<file path="config.mk">
export PLATFORM = sky130hd
export DESIGN_NAME = seq_window_detector
export DESIGN_NICKNAME = d
export VERILOG_FILES = /design/src/rtl/seq_window_detector.sv
export SDC_FILE = /design/constraint.sdc
export NUM_CORES = 1
export LEC_CHECK = 0
export CORE_MARGIN = 2
export CORE_UTILIZATION = 23
export CTS_CLUSTER_SIZE = 20
export DETAILED_ROUTE_END_ITERATION = 7
export DONT_BUFFER_PORTS = 1
export PLACE_DENSITY = 0.39
export SLEW_MARGIN = 20
export SYNTH_ARGS = -nofsm -noshare
export SYNTH_HDL_FRONTEND = slang
export SYNTH_SLANG_ARGS = --single-unit
</file>
<file path="constraint.sdc">
create_clock -name clk -period 1.77 [get_ports clk]
set_clock_uncertainty 0.05 [all_clocks]
set_input_delay 0.531 -clock clk [delete_from_list [all_inputs] [get_ports clk]]
set_output_delay 0.531 -clock clk [all_outputs]
set_load 0.05 [all_outputs]
</file>
<file path="src/rtl/seq_window_detector.sv">
// Serial detector for a masked PAT_W-bit pattern anywhere in the last WIN accepted bits.
// Optional hit counter is built only when SEQDET_COUNT_EN is defined.
module seq_window_detector #(
   parameter int               PAT_W   = 3,
   parameter int               WIN     = 4,
   parameter logic [PAT_W-1:0] PAT_RST = 3'b101,
   parameter int               CNT_W   = 8
) (
   input  logic             clk,
   input  logic             rst,
   input  logic             in_valid,
   input  logic             x,
   input  logic             cfg_we,
   input  logic [PAT_W-1:0] cfg_pattern,
   input  logic [PAT_W-1:0] cfg_mask,
   input  logic             cfg_nonovl,
   input  logic             count_clr,
   output logic             y,
   output logic             hit,
   output logic [CNT_W-1:0] match_count,
   output logic             count_sat
);

   localparam int FW = $clog2(WIN + 1);
   localparam int GW = $clog2(PAT_W + 1);
   localparam logic [FW-1:0] FILL_MAX  = FW'(WIN);
   localparam logic [GW-1:0] GUARD_MAX = GW'(PAT_W);

   logic [WIN-1:0]   sh;
   logic [FW-1:0]    fill;
   logic [GW-1:0]    guard;
   logic [PAT_W-1:0] pat;
   logic [PAT_W-1:0] mask;
   logic             nonovl;

   logic [WIN-1:0]   sh_next;
   logic [FW-1:0]    fill_next;
   logic [GW-1:0]    guard_next;
   logic             any_next;
   logic             match0_next;
   logic             hit_next;

   function automatic logic [FW-1:0] sat_fill(input logic [FW-1:0] v);
      return (v >= FILL_MAX) ? v : v + FW'(1);
   endfunction

   function automatic logic [GW-1:0] sat_guard(input logic [GW-1:0] v);
      return (v >= GUARD_MAX) ? v : v + GW'(1);
   endfunction

   // An offset only counts once enough samples have arrived to fill it completely.
   function automatic logic offset_match(input logic [WIN-1:0] s, input logic [FW-1:0] f,
                                         input logic [PAT_W-1:0] p, input logic [PAT_W-1:0] m,
                                         input int k);
      logic [PAT_W-1:0] seg;
      seg = PAT_W'(s >> k);
      return (m != '0) && ((seg & m) == (p & m)) && (int'(f) >= k + PAT_W);
   endfunction

   always_comb begin
      sh_next     = sh << 1;
      sh_next[0]  = x;
      fill_next   = sat_fill(fill);
      guard_next  = sat_guard(guard);
      any_next    = 1'b0;
      match0_next = 1'b0;
      for (int k = 0; k <= WIN - PAT_W; k++) begin
         if (offset_match(sh_next, fill_next, pat, mask, k)) begin
            any_next = 1'b1;
            if (k == 0) match0_next = 1'b1;
         end
      end
      hit_next = match0_next && (int'(fill_next) >= PAT_W) &&
                 (!nonovl || (guard_next >= GUARD_MAX));
   end

   // Config writes win over a same-cycle sample and restart the window from empty.
   always_ff @(posedge clk) begin
      if (rst) begin
         sh     <= '0;
         fill   <= '0;
         guard  <= GUARD_MAX;
         pat    <= PAT_RST;
         mask   <= '1;
         nonovl <= 1'b0;
         y      <= 1'b0;
         hit    <= 1'b0;
      end else if (cfg_we) begin
         pat    <= cfg_pattern;
         mask   <= cfg_mask;
         nonovl <= cfg_nonovl;
         sh     <= '0;
         fill   <= '0;
         guard  <= GUARD_MAX;
         y      <= 1'b0;
         hit    <= 1'b0;
      end else if (in_valid) begin
         sh     <= sh_next;
         fill   <= fill_next;
         guard  <= hit_next ? '0 : guard_next;
         y      <= any_next;
         hit    <= hit_next;
      end else begin
         hit    <= 1'b0;
      end
   end

`ifdef SEQDET_COUNT_EN
   logic [CNT_W-1:0] count;
   logic             count_hit;

   function automatic logic [CNT_W-1:0] sat_count(input logic [CNT_W-1:0] v);
      return (v == '1) ? v : v + CNT_W'(1);
   endfunction

   assign count_hit = in_valid && !cfg_we && hit_next;

   always_ff @(posedge clk) begin
      if (rst || count_clr) count <= '0;
      else if (count_hit)   count <= sat_count(count);
   end

   assign match_count = count;
   assign count_sat   = (count == '1);
`else
   logic unused_count_clr;
   assign unused_count_clr = count_clr;
   assign match_count      = '0;
   assign count_sat        = 1'b0;
`endif

endmodule

</file>
==> flow_metrics.env, run 1 <==
export IMPL_fin_nets=106
export IMPL_cellPowerDensity_mw_per_mm2=883
export IMPL_async_flop_share_pct=0
export IMPL_power_uw=790
export IMPL_max_freq_mhz=679
export IMPL_overflow=0
export IMPL_maxCapViolations=0
export IMPL_tightestPinTransition_ns=0.514
export IMPL_finalSetupViolations=0
export IMPL_grt_pass1_vias=583
export IMPL_synth_edf_count=0
export IMPL_finalHoldViolCount=0
export IMPL_period_needed_ns=1.47
export IMPL_coreArea_mm2=0.00361
export IMPL_fin_crit_sh_pct=83.3
export IMPL_ys_seq_area_share_pct=40.3
export IMPL_slew_headroom_pct=65.7
export IMPL_slew_viol_final=0
export IMPL_die_area_mm2=0.00417
export IMPL_layout_drive_gt1_share_pct=4.44
export IMPL_cellLeakagePower_nw=0.363
export IMPL_routed_wl_um=1530
export IMPL_cp_required_ns=1.19
export IMPL_synth_top_cell_area_share_pct=40.3
export IMPL_vias=572
export IMPL_clk_pin_slew_ns=0.06
export IMPL_ios=24
export IMPL_dpl_hpwl_um=1180
export IMPL_pre_cts_slack_ns=0.330
export IMPL_antenna_found_initial=0
export IMPL_setup_ws_ns=0.296
export IMPL_syn_area_um2=845
export IMPL_postCtsSetupBuffers=0
export IMPL_htreeDepth=1
export IMPL_grt_total_usage_pct=8.64
export IMPL_placementRows=22
export IMPL_antenna_cells=0
export IMPL_p_comb_share_pct=11.5
export IMPL_grt_pass1_wl_um=2710
export IMPL_power_frac_clock_pct=36.0
export IMPL_grt_max_degree=15
export IMPL_crit_type="flop to primary output"
export IMPL_globalplace_congestion=0.687
export IMPL_cts_resized_gates=0
export IMPL_cts_root_buf="clkbuf_8"
export IMPL_areaGrowthSynthToFinish_pct=5.93
export IMPL_switching_power_uw=205
export IMPL_yosys_warnings=0
export IMPL_start_util_pct=23.4
export IMPL_syn_inst=91
export IMPL_rsz0062_at_grt="false"
export IMPL_die_h_um=64.6
export IMPL_synth_area_leaders="dfxtp_1 (40%), buf_4 (8.0%), xor2_1 (6.2%), mux2i_1 (5.9%), a211o_1 (5.2%)"
export IMPL_crit_path_end_kind="primary output"
export IMPL_seq_power_share_pct=52.5
export IMPL_clock_sinks=17
export IMPL_cts_tree="yes"
export IMPL_start_kind="flop"
export IMPL_final_util_pct=24.8
export IMPL_antenna_left=0
export IMPL_viasPerCell=4.14
export IMPL_setup_tns_ns=0
export IMPL_yosysTopAreaCell="dfxtp_1"
export IMPL_placed_cell_area_um2=850
export IMPL_cts_max_path_buffers=2
export IMPL_drt_iter0_markers=7
export IMPL_synth_most_common_cell="dfxtp_1"
export IMPL_synth_seq_cells=17
export IMPL_vdd_drop_max_uv=398
export IMPL_ys_flop_type="dfxtp_1"
export IMPL_portBuffers=0
export IMPL_die_w_um=64.6
export IMPL_fin_area_um2=895
export IMPL_hp_class="primary input to flop"
export IMPL_post_route_drc_count=0
export IMPL_p_int_uw=585
export IMPL_swShare_pct=26.0
export IMPL_cts_hold_buf=0
export IMPL_avgSynthCellArea_um2=9.28
export IMPL_status="complete, no violations"
export IMPL_yosys_top_cells_count="dfxtp_1 (17), nor2_1 (10), buf_4 (9), nor2b_1 (7), xor2_1 (6)"
export IMPL_clk_latency_ns=0.25
export IMPL_yosysUniqueCellTypes=29
export IMPL_path_max_fanout=2
export IMPL_arrival_ns=0.89
export IMPL_numCtsBuffers=3
export IMPL_wl_per_cell_um=11.1
export IMPL_first_pass_iters=4
==> cell type report <==
type                    count  area [um^2]
clock buffers               4         45.0
fillers                   393         2710
inverters                   3         11.3
multi-input cells          66          438
flip-flops and latches     17          340
well taps                  48         60.1
==> layout by cell type (no fill, tap or decap), drive strengths merged <==
master  count
nand3       1
mux2i       5
conb        9
and3        1
a211o       5
inv         3
nor3        1
a31oi       2
ha          2
nor2b       7
clkbuf      4
a21o        1
xnor2       1
xor2        6
a22oi       1
a21oi       3
a211oi      1
o21a        1
o211ai      1
a22o        1
or2         2
o311ai      1
nand2       1
o21ai       1
o32ai       2
nor2       10
dfxtp      17
==> metal layers <==
metal	vias up	share of wire (%)	track usage, %
met4	0	1.8	3.19
met3	5	6.7	4.34
met1	257	43	9.06
met2	17	49	14.8
met5	-	0	0
li1	293	-	-
==> logic make-up (layout without fill, tap and decap cells) <==
group	after synthesis	after routing	synth area share, %
XOR/XNOR	7	7	7.26
other	1	9	0.444
AO/OA/AOI/OAI	20	20	17.6
AND/OR/NAND/NOR	23	23	14.1
adder cells (fa/ha/maj)	2	2	2.96
buffers and inverters	16	7	11.4
flip-flops	17	17	40.3
multiplexers	5	5	5.93
==> sequential cells by signal, summed over array words and instances (netlist names), named ones only <==
register and count:
nonovl 1, mask 3, guard 2, y 1, fill 2, hit 1, pat 3, sh 3
==> power by group through the flow <==
stage / logic [mW] / registers, mW / clock network, mW
2_1_floorplan: 0.110 / 0.419 / 0
3_3_place_gp: 0.0897 / 0.424 / 0
3_5_place_dp: 0.0911 / 0.424 / 0
4_1_cts: 0.0915 / 0.415 / 0.300
5_1_grt: 0.0995 / 0.417 / 0.324
6_report: 0.0910 / 0.415 / 0.284
==> per-stage QoR <==
step           instances  hold slack, ns
6_report             138           0.294
5_1_grt              138           0.279
4_1_cts              138           0.287
3_5_place_dp         134           0.435
3_3_place_gp         134           0.430
2_1_floorplan         99           0.402
==> worst paths after layout <==
| kind | startpoint | end | slack, ns | depth (start not counted) |
|---|---|---|---|---|
| worst max-delay path | y | y | 0.30 | 0 |
| worst min register to register | nonovl | nonovl | 0.45 | 2 |
| worst max register to register | sh[0] | guard[0] | 0.41 | 4 |
| worst min-delay path | rst | nonovl | 0.29 | 1 |
Power figures use the tool's default switching activity.
==> run 2, diff against run 1 <==
clock period = 1.5 ns   (was 1.77 ns; I/O delays follow)
==> flow_metrics.env, run 2 (synthesis results as in run 1) <==
export IMPL_r2r_cells=4
export IMPL_post_route_drc_count=0
export IMPL_fin_crit_sh_pct=91.3
export IMPL_hold_end="pat[1]"
export IMPL_vias=593
export IMPL_globalplace_congestion=0.692
export IMPL_p_comb_share_pct=12.1
export IMPL_status="complete, no violations"
export IMPL_cp_required_ns=1.00
export IMPL_vdd_drop_max_uv=434
export IMPL_placementRows=22
export IMPL_finalSetupViolations=0
export IMPL_cellLeakagePower_nw=0.371
export IMPL_rsz0062_at_grt="false"
export IMPL_p_int_uw=687
export IMPL_finalNonFillerCells=139
export IMPL_routed_wl_um=1550
export IMPL_pre_cts_slack_ns=0.136
export IMPL_portBuffers=0
export IMPL_antenna_left=0
export IMPL_dpl_cell_count=135
export IMPL_fin_nets=107
export IMPL_crit_type="flop to primary output"
export IMPL_reg2reg_setup_slack_ns=0.18
export IMPL_grt_total_usage_pct=8.13
export IMPL_swShare_pct=26.2
export IMPL_worst_hold_path_num_cells=1
export IMPL_htreeDepth=1
export IMPL_cts_resized_gates=0
export IMPL_final_cell_mix="dfxtp_1 (17), nor2_1 (10), conb_1 (9), nor2b_1 (7), xor2_1 (6)"
export IMPL_wl_per_cell_um=11.1
export IMPL_die_area_mm2=0.00417
export IMPL_crit_path_end_kind="primary output"
export IMPL_cellPowerDensity_mw_per_mm2=1030
export IMPL_hp_start="rst"
export IMPL_numCtsBuffers=3
export IMPL_grt_pass1_wl_um=2590
export IMPL_setup_tns_ns=0
export IMPL_viasPerCell=4.27
export IMPL_cts_tree="yes"
export IMPL_grt_max_degree=15
export IMPL_antenna_cells=0
export IMPL_start_kind="flop"
export IMPL_path_max_fanout=1
export IMPL_switching_power_uw=244
export IMPL_r2r_start="sh[0]"
export IMPL_rr_endpoint="guard[0]"
export IMPL_reg_top3="mask (3), pat (3), sh (3)"
export IMPL_hp_class="primary input to flop"
export IMPL_cts_max_path_buffers=2
export IMPL_power_frac_clock_pct=35.7
export IMPL_setup_ws_ns=0.131
export IMPL_areaGrowthSynthToFinish_pct=6.96
export IMPL_max_freq_mhz=730
export IMPL_antenna_found_initial=0
export IMPL_cts_hold_buf=0
export IMPL_clk_pin_slew_ns=0.07
export IMPL_clock_sinks=17
export IMPL_clk_latency_ns=0.25
export IMPL_overflow=0
export IMPL_final_util_pct=25.1
export IMPL_cts_root_buf="clkbuf_8"
export IMPL_finalHoldViolCount=0
export IMPL_coreArea_mm2=0.00361
export IMPL_power_uw=930
export IMPL_slew_viol_final=0
export IMPL_first_pass_iters=4
export IMPL_dpl_hpwl_um=1150
export IMPL_layout_drive_gt1_share_pct=6.59
export IMPL_drt_iter0_markers=24
export IMPL_postCtsSetupBuffers=0
export IMPL_die_w_um=64.6
export IMPL_seq_power_share_pct=52.3
export IMPL_final_common_cell="dfxtp_1"
export IMPL_arrival_ns=0.87
export IMPL_ios=24
export IMPL_start_util_pct=23.4
export IMPL_fillCellCount=400
export IMPL_grt_pass1_vias=582
export IMPL_maxCapViolations=0
export IMPL_die_h_um=64.6
export IMPL_period_needed_ns=1.37
==> run 2: metrics by stage <==
step | hold WS (ns) | cell area [um^2]
final | 0.212 | 903
after global routing | 0.198 | 903
after CTS | 0.201 | 903
after detailed placement | 0.446 | 857
after global placement | 0.431 | 857
after floorplan | 0.402 | 875
==> run 2: layer usage <==
metal | wire [um] | GRT usage (%)
met1 | 690 | 9.50
met3 | 106 | 2.60
met2 | 733 | 13.8
met4 | 16 | 3.19
met5 | 0 | 0
==> run 2: worst reg2reg max path: cells and delay by family (launching register included) <==
kind             cells  cell delay (ns)
AO/OA/AOI/OAI        2             0.55
XOR/XNOR             1             0.17
flip-flops           1             0.35
AND/OR/NAND/NOR      1             0.09
==> run 2: how the worst max path moves through the flow <==
stage                     depth (start not counted)        to  startpoint
after floorplan                                   5  guard[1]         rst
after global placement                            4  guard[0]           x
after detailed placement                          4  guard[0]           x
after CTS                                         0       hit         hit
after global routing                              4  guard[0]       sh[0]
final                                             0       hit         hit
==> run 2: layout make-up <==
type                            instances  area [um^2]  area share, %
Multi-Input combinational cell         66          438           48.5
Clock buffer                            3         41.3           4.57
Timing Repair Buffer                    1         7.51          0.831
Sequential cell                        17          340           37.7
Inverter                                3         11.3           1.25
Clock inverter                          1         5.00          0.554
Tap cell                               48         60.1           6.65
==> run 2: power by group through the flow <==
stage	Combinational [mW]	Sequential [mW]	Clock, mW
2_1_floorplan	0.130	0.494	0
3_3_place_gp	0.110	0.497	0
3_5_place_dp	0.112	0.497	0
4_1_cts	0.112	0.486	0.359
5_1_grt	0.123	0.489	0.375
6_report	0.112	0.486	0.332
==> run 3, diff against run 2 <==
REMOVE_ABC_BUFFERS = 1   (was unset)
clock period = 1.27 ns   (was 1.5 ns; I/O delays follow)
==> flow_metrics.env, run 3 (synthesis results as in run 1) <==
export IMPL_fin_crit_sh_pct=99.3
export IMPL_final_common_cell="dfxtp_1"
export IMPL_postCtsSetupBuffers=0
export IMPL_post_route_drc_count=0
export IMPL_cts_root_buf="clkbuf_8"
export IMPL_critPathSlowestCell="dfxtp_2"
export IMPL_swShare_pct=27.0
export IMPL_max_freq_mhz=793
export IMPL_crit_chain="xor2_1 -> a22o_1 -> o311ai_2 -> nand3_1"
export IMPL_setup_ws_ns=0.00827
export IMPL_finalSetupViolations=0
export IMPL_cp_required_ns=1.35
export IMPL_p_int_uw=829
export IMPL_numCtsBuffers=3
export IMPL_cts_max_path_buffers=2
export IMPL_die_w_um=64.6
export IMPL_cellLeakagePower_nw=0.420
export IMPL_die_area_mm2=0.00417
export IMPL_viasPerCell=4.05
export IMPL_antenna_left=0
export IMPL_rsz0062_at_grt="true"
export IMPL_grt_pass1_wl_um=2620
export IMPL_die_h_um=64.6
export IMPL_multi_input_area_um2=445
export IMPL_start_kind="flop"
export IMPL_crit_path_end_kind="flop"
export IMPL_routed_wl_um=1560
export IMPL_status="complete, no violations"
export IMPL_vias=604
export IMPL_grt_pass1_vias=626
export IMPL_reg_top3="mask (3), pat (3), sh (3)"
export IMPL_placementRows=22
export IMPL_seq_power_share_pct=50.1
export IMPL_fin_hold_ws_ns=0.140
export IMPL_dpl_hpwl_um=1210
export IMPL_fillCellCount=391
export IMPL_crit_type="flop to flop"
export IMPL_pre_cts_slack_ns=-0.0131
export IMPL_cts_tree="yes"
export IMPL_fin_nets=117
export IMPL_antenna_found_initial=0
export IMPL_clock_sinks=17
export IMPL_grt_max_degree=15
export IMPL_p_comb_share_pct=13.9
export IMPL_grt_total_usage_pct=8.25
export IMPL_cellPowerDensity_mw_per_mm2=1150
export IMPL_period_needed_ns=1.26
export IMPL_finalHoldViolCount=0
export IMPL_clk_pin_slew_ns=0.07
export IMPL_start_util_pct=23.4
export IMPL_antenna_cells=0
export IMPL_path_max_fanout=4
export IMPL_first_pass_iters=4
export IMPL_seq_area_um2=344
export IMPL_coreArea_mm2=0.00361
export IMPL_maxCapViolations=0
export IMPL_final_cell_mix="dfxtp_1 (14), buf_4 (11), nor2_1 (10), conb_1 (9), nor2b_1 (7)"
export IMPL_final_util_pct=27.4
export IMPL_ios=24
export IMPL_vdd_drop_max_uv=461
export IMPL_max_stage_delay_ns=0.32
export IMPL_fin_area_um2=990
export IMPL_areaGrowthSynthToFinish_pct=17.2
export IMPL_placed_cell_area_um2=932
export IMPL_portBuffers=0
export IMPL_globalplace_congestion=0.651
export IMPL_overflow=0
export IMPL_power_frac_clock_pct=36.0
export IMPL_clk_latency_ns=0.25
export IMPL_path_delay_family="compound AO/OA/AOI/OAI gates"
export IMPL_drt_iter0_markers=6
export IMPL_layout_drive_gt1_share_pct=19.8
export IMPL_arrival_ns=1.34
export IMPL_wl_per_cell_um=10.5
export IMPL_path_buf_inv=0
export IMPL_htreeDepth=1
export IMPL_switching_power_uw=307
export IMPL_hp_class="primary input to flop"
export IMPL_slew_viol_final=0
==> run 3: cell types whose count changed in the layout (fill, tap and decap cells not counted) <==
cell      delta
dfxtp_2      +3
dfxtp_1      -3
o311ai_2     +1
o311ai_1     -1
buf_4       +10
==> run 3: area by class of cell <==
cell class	count	share of cell area [%]
Multi-Input combinational cell	66	45.0
Sequential cell	17	34.8
Timing Repair Buffer	11	8.34
Tap cell	48	6.07
Clock buffer	3	4.17
Inverter	3	1.14
Clock inverter	1	0.506
==> run 3: path summary, 6_finish.rpt <==
kind,slack (ns),depth (start not counted),start,to
setup / recovery,0.008,4,sh[0],guard[0]
hold / removal,0.14,1,rst,nonovl
setup reg to reg,0.008,4,sh[0],guard[0]
hold reg to reg,0.44,2,nonovl,nonovl
==> run 3: power by group through the flow <==
stage	Clock, mW	Combinational, mW	Sequential, mW
finish	0.408	0.158	0.569
global route	0.446	0.173	0.572
CTS	0.432	0.158	0.568
detailed placement	0	0.158	0.580
global placement	0	0.157	0.581
floorplan	0	0.118	0.583
==> run 3: timing repair <==
action                     4_1_cts  5_1_grt
cloned                           0        0
setup endpoints to repair        1        4
hold buffers                     0        0
pin swaps                        2        3
gates resized for setup          0        4
==> run 3: worst register-to-register path, stage by stage (launching register included) <==
cell and delay (ns):
dfxtp_2 0.32, xor2_1 0.16, a22o_1 0.27, o311ai_2 0.23, nand3_1 0.11
==> run 3: layer usage <==
layer	global-route usage [%]	wire, um	share of wire, %
met2	14.2	856	55
met5	0	0	0
met3	3.65	75	4.8
met4	3.72	0	0
met1	8.65	627	40
==> run 3: metrics by stage <==
step	total power, mW	setup TNS [ns]	cells
floorplan	0.702	0	86
global placement	0.737	-0.0140	145
detailed placement	0.738	-0.0131	145
CTS	1.16	0	149
global route	1.19	-0.0721	149
finish	1.14	0	149
